`config.mk`:
```
export PLATFORM = sky130hd
export DESIGN_NAME = id_ex_stage
export DESIGN_NICKNAME = d
export VERILOG_FILES = /design/src/rtl/pipe_pkg.sv /design/src/rtl/id_ex_stage_hazard_unit.sv /design/src/rtl/id_ex_stage.sv
export SDC_FILE = /design/constraint.sdc
export NUM_CORES = 1
export LEC_CHECK = 0
export ABC_AREA = 1
export CAP_MARGIN = 20
export CORE_AREA = 2 2 146 148
export CTS_CLUSTER_SIZE = 20
export DETAILED_ROUTE_END_ITERATION = 10
export DIE_AREA = 0 0 148 150
export PLACE_DENSITY = 0.77
export SYNTH_ARGS = -nofsm -noshare
export SYNTH_HDL_FRONTEND = slang
export SYNTH_SLANG_ARGS = --single-unit
```
`constraint.sdc`:
```
create_clock -name clk -period 4.4 [get_ports clk]
set_clock_uncertainty 0.2 [all_clocks]
set_input_delay 1.1 -clock clk [delete_from_list [all_inputs] [get_ports clk]]
set_output_delay 1.1 -clock clk [all_outputs]
set_load 0.01 [all_outputs]
```
`src/rtl/pipe_pkg.sv`:
```
// Shared pipeline types for the 5-stage core: micro-op enums, the ID/EX bundle,
// RV32 opcode constants and the source-register usage helpers.
package pipe_pkg;

    localparam int XLEN = 32;

    localparam logic [6:0] OPC_LOAD   = 7'b0000011;
    localparam logic [6:0] OPC_OPIMM  = 7'b0010011;
    localparam logic [6:0] OPC_AUIPC  = 7'b0010111;
    localparam logic [6:0] OPC_STORE  = 7'b0100011;
    localparam logic [6:0] OPC_OP     = 7'b0110011;
    localparam logic [6:0] OPC_LUI    = 7'b0110111;
    localparam logic [6:0] OPC_BRANCH = 7'b1100011;
    localparam logic [6:0] OPC_JALR   = 7'b1100111;
    localparam logic [6:0] OPC_JAL    = 7'b1101111;
    localparam logic [6:0] OPC_SYSTEM = 7'b1110011;

    typedef enum logic [3:0] {
        ALU_ADD  = 4'd0, ALU_SUB  = 4'd1, ALU_SLL = 4'd2, ALU_SLT = 4'd3,
        ALU_SLTU = 4'd4, ALU_XOR  = 4'd5, ALU_SRL = 4'd6, ALU_SRA = 4'd7,
        ALU_OR   = 4'd8, ALU_AND  = 4'd9, ALU_LUI = 4'd10
    } aluop_t;

    typedef enum logic [2:0] {
        LSU_NONE = 3'd0, LSU_LB = 3'd1, LSU_LH = 3'd2, LSU_LW = 3'd3,
        LSU_LBU  = 3'd4, LSU_LHU = 3'd5, LSU_SB = 3'd6, LSU_SW = 3'd7
    } lsuop_t;

    typedef enum logic [2:0] {
        CFU_NONE = 3'd0, CFU_BEQ = 3'd1, CFU_BNE = 3'd2, CFU_BLT = 3'd3,
        CFU_BGE  = 3'd4, CFU_JAL = 3'd5, CFU_JALR = 3'd6
    } cfuop_t;

    typedef enum logic [1:0] {
        CSR_NONE = 2'd0, CSR_RW = 2'd1, CSR_RS = 2'd2, CSR_RC = 2'd3
    } csrop_t;

    typedef struct packed {
        logic              valid;
        aluop_t            aluop;
        lsuop_t            lsuop;
        cfuop_t            cfuop;
        csrop_t            csrop;
        logic              rf_en;
        logic              dm_wr_en;
        logic              dm_rd_en;
        logic              csr_wr_en;
        logic              opr_a_sel;
        logic              opr_b_sel;
        logic [1:0]        wb_sel;
        logic [XLEN-1:0]   pc;
        logic [XLEN-1:0]   rdata1;
        logic [XLEN-1:0]   rdata2;
        logic [XLEN-1:0]   imm;
        logic [4:0]        rs1;
        logic [4:0]        rs2;
        logic [4:0]        rd;
    } id_ex_t;

    // Bubble and reset share one encoding: every field zero, enums at their zero value.
    localparam id_ex_t ID_EX_BUBBLE = '0;

    function automatic logic uses_rs1_f(input logic [6:0] opcode);
        logic r;
        case (opcode)
            OPC_OP, OPC_OPIMM, OPC_LOAD, OPC_STORE,
            OPC_BRANCH, OPC_JALR, OPC_SYSTEM: r = 1'b1;
            default:                          r = 1'b0;
        endcase
        return r;
    endfunction

    function automatic logic uses_rs2_f(input logic [6:0] opcode);
        logic r;
        case (opcode)
            OPC_OP, OPC_STORE, OPC_BRANCH: r = 1'b1;
            default:                       r = 1'b0;
        endcase
        return r;
    endfunction

endpackage

```
`src/rtl/id_ex_stage_hazard_unit.sv`:
```
// Load-use hazard detector: flags an ID instruction that reads the destination
// of a load currently sitting in EX.
module hazard_unit
    import pipe_pkg::*;
(
    input  logic       i_id_valid,
    input  logic [6:0] i_id_opcode,
    input  logic [4:0] i_id_rs1,
    input  logic [4:0] i_id_rs2,
    input  logic       i_ex_valid,
    input  logic       i_ex_dm_rd_en,
    input  logic       i_ex_rf_en,
    input  logic [4:0] i_ex_rd,
    output logic       o_load_use
);

    logic w_ex_is_load;
    logic w_rs1_hit;
    logic w_rs2_hit;

    // x0 is never a real destination, so a load to x0 cannot create a hazard.
    always_comb begin
        w_ex_is_load = i_ex_valid & i_ex_dm_rd_en & i_ex_rf_en & (i_ex_rd != 5'd0);
        w_rs1_hit    = uses_rs1_f(i_id_opcode) & (i_id_rs1 == i_ex_rd);
        w_rs2_hit    = uses_rs2_f(i_id_opcode) & (i_id_rs2 == i_ex_rd);
        o_load_use   = i_id_valid & w_ex_is_load & (w_rs1_hit | w_rs2_hit);
    end

endmodule

```
`src/rtl/id_ex_stage.sv`:
```
// ID/EX pipeline register with load-use bubble insertion, flush/hold handling
// and a load-use bubble performance counter.
module id_ex_stage
    import pipe_pkg::*;
#(
    parameter int XLEN   = pipe_pkg::XLEN,
    parameter int PERF_W = 32
) (
    input  logic              clk,
    input  logic              rst,
    input  logic              id_valid,
    input  logic [6:0]        id_opcode,
    input  aluop_t            id_aluop,
    input  lsuop_t            id_lsuop,
    input  cfuop_t            id_cfuop,
    input  csrop_t            id_csrop,
    input  logic              id_rf_en,
    input  logic              id_dm_wr_en,
    input  logic              id_dm_rd_en,
    input  logic              id_csr_wr_en,
    input  logic              id_opr_a_sel,
    input  logic              id_opr_b_sel,
    input  logic [1:0]        id_wb_sel,
    input  logic [XLEN-1:0]   id_pc,
    input  logic [XLEN-1:0]   id_rdata1,
    input  logic [XLEN-1:0]   id_rdata2,
    input  logic [XLEN-1:0]   id_imm,
    input  logic [4:0]        id_rs1,
    input  logic [4:0]        id_rs2,
    input  logic [4:0]        id_rd,
    input  logic              ex_flush,
    input  logic              ex_stall,
    output logic              ex_valid,
    output aluop_t            ex_aluop,
    output lsuop_t            ex_lsuop,
    output cfuop_t            ex_cfuop,
    output csrop_t            ex_csrop,
    output logic              ex_rf_en,
    output logic              ex_dm_wr_en,
    output logic              ex_dm_rd_en,
    output logic              ex_csr_wr_en,
    output logic              ex_opr_a_sel,
    output logic              ex_opr_b_sel,
    output logic [1:0]        ex_wb_sel,
    output logic [XLEN-1:0]   ex_pc,
    output logic [XLEN-1:0]   ex_rdata1,
    output logic [XLEN-1:0]   ex_rdata2,
    output logic [XLEN-1:0]   ex_imm,
    output logic [4:0]        ex_rs1,
    output logic [4:0]        ex_rs2,
    output logic [4:0]        ex_rd,
    output logic              stall_id,
    output logic [PERF_W-1:0] perf_lu_bubbles
);

    id_ex_t            r_ex;
    id_ex_t            w_id;
    id_ex_t            w_ex_next;
    logic              w_load_use;
    logic              w_lu_inc;
    logic [PERF_W-1:0] r_perf;

    hazard_unit u_hazard (
        .i_id_valid    (id_valid),
        .i_id_opcode   (id_opcode),
        .i_id_rs1      (id_rs1),
        .i_id_rs2      (id_rs2),
        .i_ex_valid    (r_ex.valid),
        .i_ex_dm_rd_en (r_ex.dm_rd_en),
        .i_ex_rf_en    (r_ex.rf_en),
        .i_ex_rd       (r_ex.rd),
        .o_load_use    (w_load_use)
    );

    always_comb begin
        w_id = '{valid: 1'b1, aluop: id_aluop, lsuop: id_lsuop, cfuop: id_cfuop,
                 csrop: id_csrop, rf_en: id_rf_en, dm_wr_en: id_dm_wr_en,
                 dm_rd_en: id_dm_rd_en, csr_wr_en: id_csr_wr_en,
                 opr_a_sel: id_opr_a_sel, opr_b_sel: id_opr_b_sel,
                 wb_sel: id_wb_sel, pc: id_pc, rdata1: id_rdata1,
                 rdata2: id_rdata2, imm: id_imm, rs1: id_rs1, rs2: id_rs2,
                 rd: id_rd};
    end

    // Priority: flush, then hold, then load-use bubble; an empty decode slot loads as a bubble.
    always_comb begin
        w_ex_next = r_ex;
        w_lu_inc  = 1'b0;
        if (ex_flush) begin
            w_ex_next = ID_EX_BUBBLE;
        end else if (ex_stall) begin
            w_ex_next = r_ex;
        end else if (w_load_use) begin
            w_ex_next = ID_EX_BUBBLE;
            w_lu_inc  = 1'b1;
        end else if (id_valid) begin
            w_ex_next = w_id;
        end else begin
            w_ex_next = ID_EX_BUBBLE;
        end
    end

    always_comb begin
        stall_id = ~ex_flush & (ex_stall | w_load_use);
    end

    always_ff @(posedge clk) begin
        if (rst) begin
            r_ex   <= ID_EX_BUBBLE;
            r_perf <= '0;
        end else begin
            r_ex   <= w_ex_next;
            r_perf <= r_perf + PERF_W'(w_lu_inc);
        end
    end

    assign ex_valid        = r_ex.valid;
    assign ex_aluop        = r_ex.aluop;
    assign ex_lsuop        = r_ex.lsuop;
    assign ex_cfuop        = r_ex.cfuop;
    assign ex_csrop        = r_ex.csrop;
    assign ex_rf_en        = r_ex.rf_en;
    assign ex_dm_wr_en     = r_ex.dm_wr_en;
    assign ex_dm_rd_en     = r_ex.dm_rd_en;
    assign ex_csr_wr_en    = r_ex.csr_wr_en;
    assign ex_opr_a_sel    = r_ex.opr_a_sel;
    assign ex_opr_b_sel    = r_ex.opr_b_sel;
    assign ex_wb_sel       = r_ex.wb_sel;
    assign ex_pc           = r_ex.pc;
    assign ex_rdata1       = r_ex.rdata1;
    assign ex_rdata2       = r_ex.rdata2;
    assign ex_imm          = r_ex.imm;
    assign ex_rs1          = r_ex.rs1;
    assign ex_rs2          = r_ex.rs2;
    assign ex_rd           = r_ex.rd;
    assign perf_lu_bubbles = r_perf;

endmodule
```
==> impl_metrics.csv <==
group,metric,value,unit
clocking,cts_setup_buffers,0,
clocking,cts_buffers,17,
synth,yosysWarnings,0,
finish,area_growth,53.4,%
flow_run,maxCapViolCount,0,
synth,synthDistinctLibCells,31,
sta,tns,0,ns
clocking,hold_buffers,0,
clocking,clockBufferDepth,2,
synth,syn_nets,1224,
finish,final_cells,1644,
drt,routedWlPerCell,16.6,um
run_status,outcome,"finished clean",
worst_setup_path,cp.required,3.10,ns
drt,wl,27.3,mm
clocking,clkTransAtPathRegs,0.08,ns
drt,vias_per_cell,5.29,
sta,finalCritPeriodShare,95.0,%
sta,timing.final.ws_setup,0.220,ns
synth,netlist_area,0.00806,sq mm
drt,antenna_left,0,
place,io_buffers,371,
finish,multi_input_area,0.00349,sq mm
die,dieArea,0.0222,sq mm
clocking,cts.sinks,196,
finish,mostFrequentLayoutCells,"clkdlybuf4s50_1 (369), nand2_1 (233), dfxtp_1 (196), a21oi_1 (180), nand4_1 (168)",
sta,maxSlewHeadroom,29.1,%
die,num_rows,53,
synth,ys_seq_area_share,48.7,%
sta,worstMarginPinSlew,1.06,ns
drt,first_pass_iters,5,
synth,synth_cells,1046,
drt,drc,0,
grt,grt_pass1_vias,8158,
finish,postLayoutCoreUtil,59.8,%
finish,drive_above_1_share,4.31,%
worst_setup_path,worstSetupPathType,"input pin to output port",
grt,met3_usage,8.75,%
finish,ff_latch_area,0.00392,sq mm
sta,grt_setup_unrepaired,"no",
clocking,cts_root_buffer,"clkbuf_16",
grt,grt_use_total,23.5,%
die,start_util,39.0,%
synth,synthFlopType,"dfxtp_1",
drt,drt_iter0_markers,544,
drt,vias,8693,
synth,synth-async-reset-ratio,0,%
clocking,post_cts_resized,0,
die,die_x,148,um
grt,grt_pass1_wl,42.3,mm
grt,overflow,0,
sta,slew_viol_final,0,
grt,use_met2,38.5,%
synth,ys_ff_latch,196,
worst_setup_path,path_max_fanout,4,
place,dpl-instance-area,0.0118,sq mm
clocking,insertion_delay,0.43,ns
synth,syn-mean-instance-area,7.71,sq um
die,die_y,150,um
clocking,cts_tree,"yes",
synth,synth-edff-count,0,
finish,final_nets,1534,
finish,diodes,0,
grt,use_met1,28.3,%
power,power.density,308,mW/mm^2
sta,finalSetupViolations,0,
power,p_leak,4.21,nW
power,ir_drop,236,uV
place,gp_congestion,0.879,
grt,antenna_found_initial,0,
grt,grt_start_max_net_pins,102,
finish,mostFrequentLayoutCell,"clkdlybuf4s50_1",
sta,hold_viol_final,0,
hold_path,min_path_type,"flop to flop",
grt,busiest_layer,"met2",
sta,whs,0.257,ns
worst_setup_path,endpoint_kind,"output port",
sta,period_needed,4.18,ns
place,detailed_place_hpwl,18.4,mm
die,ioPinCount,372,
die,core_region_area,0.0207,sq mm
place,dpl.cell_count,1612,
place,dp_slack,0.204,ns
finish,nFillCells,1893,
worst_setup_path,cp-start-kind,"input pin",
power,power,3.80,mW
clocking,htreeDepth,4,
worst_setup_path,crit_arrival,2.88,ns
sta,fmax,239,MHz
finish,final_cell_area,0.0124,sq mm
## layer usage
layer	vias up	share of wire [%]	wire length (um)
li1	4234	-	-
met1	4054	40	11000
met2	349	47	12900
met3	56	9.7	2640
met4	0	3.1	840
met5	-	0	0
## state kept, by name (all words and copies together) (netlist names)
| register | flops |
|---|---|
| ex_cfuop | 3 |
| ex_rd | 5 |
| ex_rs2 | 5 |
| ex_lsuop | 3 |
| ex_csr_wr_en | 1 |
| ex_wb_sel | 2 |
| ex_opr_b_sel | 1 |
| perf_lu_bubbles | 32 |
| ex_dm_wr_en | 1 |
| ex_rdata1 | 32 |
| ex_rf_en | 1 |
| ex_rdata2 | 32 |
| ex_csrop | 2 |
| ex_valid | 1 |
| ex_rs1 | 5 |
| ex_pc | 32 |
| ex_aluop | 4 |
| ex_opr_a_sel | 1 |
| ex_dm_rd_en | 1 |
| ex_imm | 32 |
## worst paths after layout
| kind | slack (ns) | start | end | cells after the start |
|---|---|---|---|---|
| max | 0.22 | id_opcode[6] | stall_id | 10 |
| min | 0.26 | ex_pc[5]$_SDFFE_PP0N_ | ex_pc[5]$_SDFFE_PP0N_ | 2 |
| min reg2reg | 0.26 | ex_pc[5]$_SDFFE_PP0N_ | ex_pc[5]$_SDFFE_PP0N_ | 2 |
| max reg2reg | 1.29 | ex_rd[2]$_SDFFE_PP0N_ | perf_lu_bubbles[22]$_SDFF_PP0_ | 19 |
## Yosys cell counts (2+ instances only)
library cell | count | share of area, %
buf_2 | 4 | 0.25
inv_1 | 51 | 2.4
nor3b_1 | 2 | 0.19
nand2_2 | 3 | 0.23
a21oi_1 | 180 | 11
nor2_2 | 2 | 0.16
xnor2_1 | 3 | 0.33
xor2_1 | 4 | 0.43
nand2_1 | 233 | 11
buf_6 | 12 | 1.7
clkbuf_1 | 62 | 2.9
ha_1 | 3 | 0.47
o21ai_0 | 15 | 0.93
nand4_1 | 168 | 13
or2_2 | 2 | 0.16
o21ai_1 | 2 | 0.12
nor3_1 | 15 | 0.93
buf_4 | 4 | 0.37
buf_1 | 11 | 0.51
nor3_2 | 2 | 0.25
nor2_1 | 45 | 2.1
dfxtp_1 | 196 | 49
nand3_1 | 19 | 1.2
## report_power, final
part	total, mW	internal (mW)	switching [mW]	leakage [nW]
Combinational	0.424	0.231	0.193	2.33
Clock	1.56	0.832	0.727	0.290
Sequential	1.82	1.80	0.0168	1.59
## critical path, cell delays in order
cell and delay [ns]:
clkdlybuf4s50_1 0.49, inv_1 0.04, o21ai_0 0.15, nand2_1 0.07, nor2_1 0.11, nand2_1 0.06
nand2_1 0.10, nand2_4 0.09, a21oi_1 0.13, clkdlybuf4s50_1 0.55
## cell type report
class,count,area share (%)
Sequential cell,196,31.7
Multi-Input combinational cell,705,28.2
Clock inverter,13,1.11
Clock buffer,19,3.66
Tap cell,275,2.78
Timing Repair Buffer,384,30.9
Inverter,52,1.60
## cells by family after synthesis
| group | count (synthesis) | share of synthesized area (%) |
|---|---|---|
| simple gates | 496 | 29.6 |
| compound gates | 199 | 12.4 |
| flops | 196 | 48.7 |
| buf+inv | 145 | 8.12 |
| xor+xnor | 7 | 0.760 |
| fa+ha+maj | 3 | 0.466 |
(Power assumes the default switching activity.)
